[src/rtl/fibo_controller_if.sv]
// -----------------------------------------------------------------------------
// fibo_controller_if
//
// Bundle of every non-clock signal between the Fibonacci sequencer and its
// surroundings (the requester and the 4-register datapath).
//
// Handshake: a request is a single cycle of start = 1 with n valid, accepted
// only while busy = 0. busy stays high from the accepting edge until the
// sequencer is back in IDLE. done = 1 marks the cycle(s) where data_out
// holds F(n). With FIBO_CTRL_ACK_EN it holds until ack = 1 is sampled;
// without it done is a one-cycle pulse and ack is ignored.
//
// Signals:
//   start, n, ack         requester -> controller
//   zero_flag             datapath  -> controller (ALU result == 0)
//   wrt_adder, wrt_en,
//   load_data, count      controller -> register-file write port
//   rd_addr1, rd_addr2,
//   alu_opcode            controller -> ALU operand select / operation
//   busy, done            controller -> requester
//
// Modports: master = controller side, slave = requester/datapath side.
// -----------------------------------------------------------------------------
interface fibo_controller_if #(
  parameter int size = 4
);
  logic            start;
  logic [size-1:0] n;
  logic            ack;
  logic            zero_flag;
  logic [1:0]      wrt_adder;
  logic            wrt_en;
  logic            load_data;
  logic [1:0]      rd_addr1;
  logic [1:0]      rd_addr2;
  logic [2:0]      alu_opcode;
  logic [size-1:0] count;
  logic            busy;
  logic            done;

  modport master (
    input  start, n, ack, zero_flag,
    output wrt_adder, wrt_en, load_data, rd_addr1, rd_addr2,
           alu_opcode, count, busy, done
  );

  modport slave (
    output start, n, ack, zero_flag,
    input  wrt_adder, wrt_en, load_data, rd_addr1, rd_addr2,
           alu_opcode, count, busy, done
  );
endinterface

[src/rtl/fibo_controller.sv]
// -----------------------------------------------------------------------------
// fibo_controller
//
// Moore sequencer for a 4-register Fibonacci datapath. After a start request
// it seeds the register file (R0 = 0, R1 = 1, R2 = 1, R3 = n) and then
// alternates a decrement of R3 with an add of the R0/R1 pair until the
// decrement reaches zero. The result, F(n) mod 2^size, is left on the
// datapath's data_out by reading the newest pair register through a PASS.
//
// Register roles: R0/R1 Fibonacci pair, R2 constant 1, R3 remaining count.
// The 'last' flop records which of R0/R1 holds the newest value.
//
// Ports:
//   Clk        clock, all state changes on the rising edge
//   Rst        synchronous active-high reset (wins over start)
//   bus        fibo_controller_if.master, see the interface for signals
//   state_dbg  current FSM state for observation
//
// Optional feature: define FIBO_CTRL_ACK_EN to hold DONE until ack = 1.
// -----------------------------------------------------------------------------
module fibo_controller #(
  parameter int size = 4
) (
  input  logic                      Clk,
  input  logic                      Rst,
  fibo_controller_if.master         bus,
  output logic [3:0]                state_dbg
);

  localparam logic [2:0] OP_PASS = 3'b000;
  localparam logic [2:0] OP_ADD  = 3'b001;
  localparam logic [2:0] OP_SUB  = 3'b010;

  typedef enum logic [3:0] {
    IDLE  = 4'd0,
    INIT0 = 4'd1,
    INIT1 = 4'd2,
    INIT2 = 4'd3,
    INIT3 = 4'd4,
    DEC   = 4'd5,
    STEP  = 4'd6,
    OUT   = 4'd7,
    DONE  = 4'd8
  } state_t;

  state_t          state;
  state_t          state_next;
  logic            last;
  logic [size-1:0] n_q;

  assign state_dbg = state;

  // ---------------------------------------------------------------------------
  // State register
  // ---------------------------------------------------------------------------
  always_ff @(posedge Clk) begin
    if (Rst) begin
      state <= IDLE;
    end else begin
      state <= state_next;
    end
  end

  // ---------------------------------------------------------------------------
  // Request capture and newest-pair tracking
  // ---------------------------------------------------------------------------
  always_ff @(posedge Clk) begin
    if (Rst) begin
      n_q  <= '0;
      last <= 1'b0;
    end else begin
      // n is taken only with an accepted request and held while busy.
      if (state == IDLE && bus.start) begin
        n_q <= bus.n;
      end
      // n = 0 reports R0 (= 0) directly; otherwise R1 (= 1) is newest.
      if (state == INIT3) begin
        last <= (n_q != '0);
      end
      // The add overwrote the older pair register, so it is now the newest.
      if (state == STEP) begin
        last <= ~last;
      end
    end
  end

  // ---------------------------------------------------------------------------
  // Next state and Moore outputs
  // ---------------------------------------------------------------------------
  always_comb begin
    state_next     = state;
    bus.wrt_adder  = 2'd0;
    bus.wrt_en     = 1'b0;
    bus.load_data  = 1'b0;
    bus.rd_addr1   = {1'b0, last};
    bus.rd_addr2   = 2'd0;
    bus.alu_opcode = OP_PASS;
    bus.count      = '0;
    bus.busy       = (state != IDLE);
    bus.done       = 1'b0;

    unique case (state)
      IDLE: begin
        // PASS of the newest pair register keeps the last result visible.
        if (bus.start) begin
          state_next = INIT0;
        end
      end

      INIT0: begin
        bus.wrt_en    = 1'b1;
        bus.load_data = 1'b1;
        bus.wrt_adder = 2'd0;
        bus.count     = '0;
        state_next    = INIT1;
      end

      INIT1: begin
        bus.wrt_en    = 1'b1;
        bus.load_data = 1'b1;
        bus.wrt_adder = 2'd1;
        bus.count     = size'(1);
        state_next    = INIT2;
      end

      INIT2: begin
        bus.wrt_en    = 1'b1;
        bus.load_data = 1'b1;
        bus.wrt_adder = 2'd2;
        bus.count     = size'(1);
        state_next    = INIT3;
      end

      INIT3: begin
        bus.wrt_en    = 1'b1;
        bus.load_data = 1'b1;
        bus.wrt_adder = 2'd3;
        bus.count     = n_q;
        state_next    = (n_q == '0) ? OUT : DEC;
      end

      DEC: begin
        // R3 <= R3 - R2. zero_flag reflects this subtraction, so a zero
        // means the final add has already been done.
        bus.rd_addr1   = 2'd3;
        bus.rd_addr2   = 2'd2;
        bus.alu_opcode = OP_SUB;
        bus.wrt_en     = 1'b1;
        bus.wrt_adder  = 2'd3;
        state_next     = bus.zero_flag ? OUT : STEP;
      end

      STEP: begin
        // R(~last) <= R0 + R1; the older register takes the new sum.
        bus.rd_addr1   = 2'd0;
        bus.rd_addr2   = 2'd1;
        bus.alu_opcode = OP_ADD;
        bus.wrt_en     = 1'b1;
        bus.wrt_adder  = {1'b0, ~last};
        state_next     = DEC;
      end

      OUT: begin
        state_next = DONE;
      end

      DONE: begin
        bus.done = 1'b1;
`ifdef FIBO_CTRL_ACK_EN
        if (bus.ack) begin
          state_next = IDLE;
        end
`else
        state_next = IDLE;
`endif
      end

      default: begin
        state_next = IDLE;
      end
    endcase
  end

endmodule

[src/flat_wrapper.sv]
// flat-port wrapper written by rule: the top's interface ports become plain ports
module fibo_controller_flat 
#(
  parameter int size = 4
)
  (Clk, Rst, state_dbg, bus_start, bus_n, bus_ack, bus_zero_flag, bus_wrt_adder, bus_wrt_en, bus_load_data, bus_rd_addr1, bus_rd_addr2, bus_alu_opcode, bus_count, bus_busy, bus_done);
  fibo_controller_if #(.size(size)) bus_i ();
  input  logic Clk;
  input  logic Rst;
  output logic [3:0] state_dbg;
  input wire logic [$bits(bus_i.start)-1:0] bus_start;
  input wire logic [$bits(bus_i.n)-1:0] bus_n;
  input wire logic [$bits(bus_i.ack)-1:0] bus_ack;
  input wire logic [$bits(bus_i.zero_flag)-1:0] bus_zero_flag;
  output wire logic [$bits(bus_i.wrt_adder)-1:0] bus_wrt_adder;
  output wire logic [$bits(bus_i.wrt_en)-1:0] bus_wrt_en;
  output wire logic [$bits(bus_i.load_data)-1:0] bus_load_data;
  output wire logic [$bits(bus_i.rd_addr1)-1:0] bus_rd_addr1;
  output wire logic [$bits(bus_i.rd_addr2)-1:0] bus_rd_addr2;
  output wire logic [$bits(bus_i.alu_opcode)-1:0] bus_alu_opcode;
  output wire logic [$bits(bus_i.count)-1:0] bus_count;
  output wire logic [$bits(bus_i.busy)-1:0] bus_busy;
  output wire logic [$bits(bus_i.done)-1:0] bus_done;
  assign bus_i.start = bus_start;
  assign bus_i.n = bus_n;
  assign bus_i.ack = bus_ack;
  assign bus_i.zero_flag = bus_zero_flag;
  assign bus_wrt_adder = bus_i.wrt_adder;
  assign bus_wrt_en = bus_i.wrt_en;
  assign bus_load_data = bus_i.load_data;
  assign bus_rd_addr1 = bus_i.rd_addr1;
  assign bus_rd_addr2 = bus_i.rd_addr2;
  assign bus_alu_opcode = bus_i.alu_opcode;
  assign bus_count = bus_i.count;
  assign bus_busy = bus_i.busy;
  assign bus_done = bus_i.done;
  fibo_controller #(.size(size)) u_core (.Clk(Clk), .Rst(Rst), .bus(bus_i), .state_dbg(state_dbg));
endmodule
[config.mk]
export PLATFORM = sky130hd
export DESIGN_NAME = fibo_controller_flat
export DESIGN_NICKNAME = d
export VERILOG_FILES = /design/src/rtl/fibo_controller_if.sv /design/src/rtl/fibo_controller.sv /design/src/flat_wrapper.sv
export SDC_FILE = /design/constraint.sdc
export NUM_CORES = 1
export LEC_CHECK = 0
export BUFFER_PORTS_ARGS = -buffer_cell sky130_fd_sc_hd__buf_2
export CORE_AREA = 2 2 42 44
export DETAILED_ROUTE_END_ITERATION = 7
export DIE_AREA = 0 0 44 46
export MAX_ROUTING_LAYER = met4
export PLACE_DENSITY_LB_ADDON = 0.3
export SLEW_MARGIN = 20
export SYNTH_ARGS = -nofsm -noshare
export SYNTH_HDL_FRONTEND = slang
export SYNTH_SLANG_ARGS = --single-unit
[constraint.sdc]
create_clock -name Clk -period 1.5 [get_ports Clk]
set_input_delay 0.3 -clock Clk [delete_from_list [all_inputs] [get_ports Clk]]
set_output_delay 0.3 -clock Clk [all_outputs]
set_load 0.005 [all_outputs]
# Yosys cells after proc, flatten, opt, wreduce, memory -nomap -nowiden
# Index checks and enable logic that the tools add are counted.
[word_totals]
ff_bits = 9
in_bits = 9
output_inout_bits = 21
word_cells = 37
[op_classes]
n_eq_ne = 9
muxes = 14
bitwise_logic = 1
n_reduce_logical = 10
[op_table]
columns = ["operator", "n"]
rows = [
  ["4-bit one-hot mux with 8 select lines", 1],
  ["4-bit by 3-bit equality test with 1-bit output, second input constant", 4],
  ["2-bit one-hot mux with 2 select lines", 3],
  ["4-bit by 2-bit equality test with 1-bit output, second input constant", 2],
  ["4-bit logical NOT", 2],
  ["2-bit one-hot mux with 4 select lines", 1],
  ["4-bit one-hot mux with 2 select lines", 1],
  ["4-bit nonzero test", 2],
  ["1-bit 2-to-1 mux", 6],
  ["6-bit OR reduction", 1],
  ["4-bit by 1-bit equality test with 1-bit output, second input constant", 1],
  ["4-bit equality test, second input constant", 1],
  ["4-bit 2-to-1 mux", 1],
  ["2-bit OR reduction", 2],
  ["4-bit OR reduction", 1],
  ["2-bit 2-to-1 mux", 1],
  ["2-bit inequality test, second input constant", 1],
  ["2-bit nonzero test", 1],
  ["1-bit logical AND", 1],
  ["1-bit NOT", 1],
]

# Depth between registers and ports, before layout
[logic_depth]
word_depth = 3
mapped_depth = 4
depth_no_buf = 3

# Worst setup path before layout
# No wires, ideal clock.
[synth_timing]
path_kind = "register to output"
from = "reg u_core.state[1], in the netlist u_core.state_dbg[1]"
to = "out bus_rd_addr2[0]"
t_arrival_ns = 1.098
required_time_ns = 1.200
slack_ns = 0.102
stages_incl_launch_ff = 5
n_path_buf = 2
path_cell_list = "dfxtp_1 buf_2 nand3b_1 nor2_1 buf_4"
[synth_via]
elab_chain_cells = 2
elab_cells_between_ends = 3
classes_between = "2 x eq/ne; 1 x mux"
[synth_lines]
columns = ["item", "line", "source"]
rows = [
  ["from (decl)", "fibo_controller.sv:46", "state_t state;"],
  ["from (signal assigned)", "fibo_controller.sv:60", "state <= state_next;"],
  ["4-bit by 3-bit equality test with 1-bit output", "fibo_controller.sv:102", "unique case (state)"],
  ["2-bit one-hot mux with 2 select lines (*)", "fibo_controller.sv:102", ""],
  ["to (decl)", "flat_wrapper.sv:19", "output wire logic [$bits(bus_i.rd_addr2)-1:0] bus_rd_addr2;"],
]
# Mark *: on every way between the ends. The rest lies on a longest branch, timed or not.

# Worst setup path after layout
[layout_timing]
from = "reg u_core.state[2], in the netlist u_core.state_dbg[2]"
to = "out bus_count[1]"
[layout_via]
elab_chain_cells = 3
elab_cells_between_ends = 5
classes_between = "3 x eq/ne; 1 x mux; 1 x reduce/logical"
[layout_lines]
columns = ["item", "line", "source"]
rows = [
  ["4-bit by 2-bit equality test with 1-bit output", "fibo_controller.sv:102", ""],
  ["2-bit OR reduction (no source line)", "n/a", ""],
  ["4-bit one-hot mux with 2 select lines (*)", "fibo_controller.sv:102", ""],
  ["to (decl)", "flat_wrapper.sv:21", "output wire logic [$bits(bus_i.count)-1:0] bus_count;"],
]
# Marked as above.

==> flow_metrics.tcl <==
set metrics [dict create \
    cts_hold_buf 0 \
    overflow 0 \
    period_share 1.03 \
    netlist.area_leader.share 0.283 \
    p_total_mw 0.769 \
    nets 116 \
    fin_crit_ps 1550 \
    seqPwrFrac 0.395 \
    final_cell_mix "27 x buf_2, 8 x nand2b_1" \
    outcome "complete, but fails checks" \
    avgSynthCellArea_um2 8.36 \
    postSynthRegisterBits 9 \
    crit_arrival_ps 1250 \
    p_leak_nw 0.411 \
    hold_viol 0 \
    drv_slew 0 \
    synthArstFlopShare 0 \
    cts_tree "yes" \
    p_comb_frac 0.361 \
    startpoint_type "flip-flop" \
    worstSetupPathType "flip-flop to primary output" \
    power_density_nw_per_um2 892 \
    die_area_um2 2020 \
    detailedRoute.firstIterationViolations 9 \
    cts_inserted_buffers 3 \
    setup_ws_ps -48.4 \
    track_usage 0.153 \
    drc 0 \
    cts.sinks 9 \
    cts-htree-levels 1 \
    ioPinCount 30 \
    antenna_found_initial 0 \
    peakVddDrop_mv 0.513 \
    ys_types 27 \
    p_int_mw 0.526 \
    synth_area_leaders "dfxtp_1 28%, nand2b_1 8.9%, mux2i_1 6.3%, buf_4 5.9%, nor3b_4 5.9%" \
    rows 15 \
    r2r_slack_ps 150 \
    yosysSeqAreaShare 0.283 \
    place_hpwl_mm 1.01 \
    yosysTopAreaCell "dfxtp_1" \
    ys.flop_type "dfxtp_1" \
    final_common_cell "buf_2" \
    clockBufferDepth 2 \
    p_sw_mw 0.242 \
    setup_viol 9 \
    grt_pass1_vias 512 \
    busiest_layer "met2" \
    max-cap-violations 0 \
    fin_skew_ps 6.02 \
    grtUsageMet3 0.0595 \
    violations "negative setup slack" \
    routabilityCongestion 0.676 \
    path_clk_slew_ps 60 \
    final_core_util 0.534 \
    grt_max_degree 15 \
    n_antenna_cell 0 \
    gr-usage-met2 0.244 \
    cts_root_buf "clkbuf_4" \
    viasPerCell 5.11 \
    worst_ep_required_time_ps 1200 \
    firstDrtPassIters 4 \
    endpoint_kind "primary output" \
    p_clk_frac 0.243 \
    worstPathMaxFanout 8 \
    yosys_warnings 0 \
    fmax_ghz 0.646 \
    die_h_um 46 \
    hp-class "input port to flip-flop" \
    port_buffers 27 \
    fp.coreArea_um2 1610 \
    ant_nets 0 \
    layout-drive-gt1-share 0.491 \
    grt_first_pass_wirelength_mm 2.19 \
    rsz0062_at_grt "yes" \
    die_x_um 44 \
    synth_edf_count 0 \
    synth_nets 85 \
    met1_usage 0.189 \
    vias 629 \
    routed_wl_mm 1.39 \
    p_sw_frac 0.315 \
    synth_area_um2 636 \
    syn_to_final_growth_pct 35.6 \
    start_util 0.394 \
    clk_latency_ps 260 \
    wire_per_inst_um 11.3 \
    syn_inst 76 \
]
==> path summary, 6_finish.rpt <==
path | end | startpoint | depth (start not counted)
worst max-delay path | bus_count[1] | u_core.state_dbg[2]$_SDFFE_PP0P_ | 3
worst min-delay path | u_core.n_q[0]$_SDFFE_PP0P_ | bus_n[0] | 3
worst max register to register | u_core.n_q[1]$_SDFFE_PP0P_ | u_core.state_dbg[0]$_SDFFE_PP0P_ | 4
worst min register to register | u_core.n_q[1]$_SDFFE_PP0P_ | u_core.n_q[1]$_SDFFE_PP0P_ | 2
==> through the flow <==
step | hold WS (ps) | cell area [um2] | cells | setup slack (ps) | TNS, ps
3_3_place_gp | 474 | 767 | 115 | 63.2 | 0
4_1_cts | 286 | 852 | 123 | -61.7 | -486
5_1_grt | 310 | 862 | 123 | -126 | -1230
2_1_floorplan | 455 | 636 | 76 | 102 | 0
3_5_place_dp | 477 | 767 | 115 | 60.0 | 0
6_report | 294 | 862 | 123 | -48.4 | -327
==> critical path: stages (launching register included) <==
cell	delay, ps
dfxtp_4	400
nor3b_4	300
and3_1	190
buf_2	110
==> synth_stat cells, types with 3 or more instances <==
master    number
a21oi_1        7
and3_1         3
buf_4          5
dfxtp_1        9
inv_1          3
mux2i_1        4
nand2_1        4
nand2b_1       9
nor2_1         6
==> routing by layer <==
layer,part of all wire,vias to the layer above
met5,0,-
met4,0,0
met3,0.065,0
met2,0.50,21
met1,0.44,286
li1,-,322
==> cells by family after synthesis <==
group / synth area share
flip-flops: 0.283
buffers and inverters: 0.104
AND/OR/NAND/NOR: 0.390
other: 0.00590
multiplexers: 0.0630
AO/OA/AOI/OAI: 0.154
==> state kept, by name, indices dropped and copies added, names as in the netlist <==
register,flops
u_core.last,1
u_core.n_q,4
u_core.state_dbg,4
==> repair_timing <==
| action | in CTS | in global routing |
|---|---|---|
| endpoints found under the setup margin | 16 | 14 |
| resized for setup | 11 | 2 |
| setup buffers | 4 | 0 |
| pin swaps | 6 | 3 |
==> final cells by class <==
class	count	area (um2)
inverters	3	11.3
clock buffers	4	26.3
repair buffers	35	203
multi-input cells	55	409
fillers	166	752
well taps	17	21.3
flip-flops and latches	9	191
==> power by group through the flow <==
stage / Sequential (mW) / Clock (mW) / Combinational [mW]
after floorplan: 0.292 / 0 / 0.174
after global placement: 0.306 / 0 / 0.235
after detailed placement: 0.306 / 0 / 0.242
after CTS: 0.302 / 0.199 / 0.280
after global routing: 0.309 / 0.211 / 0.311
final: 0.304 / 0.187 / 0.278
Power figures use the tool's default switching activity.
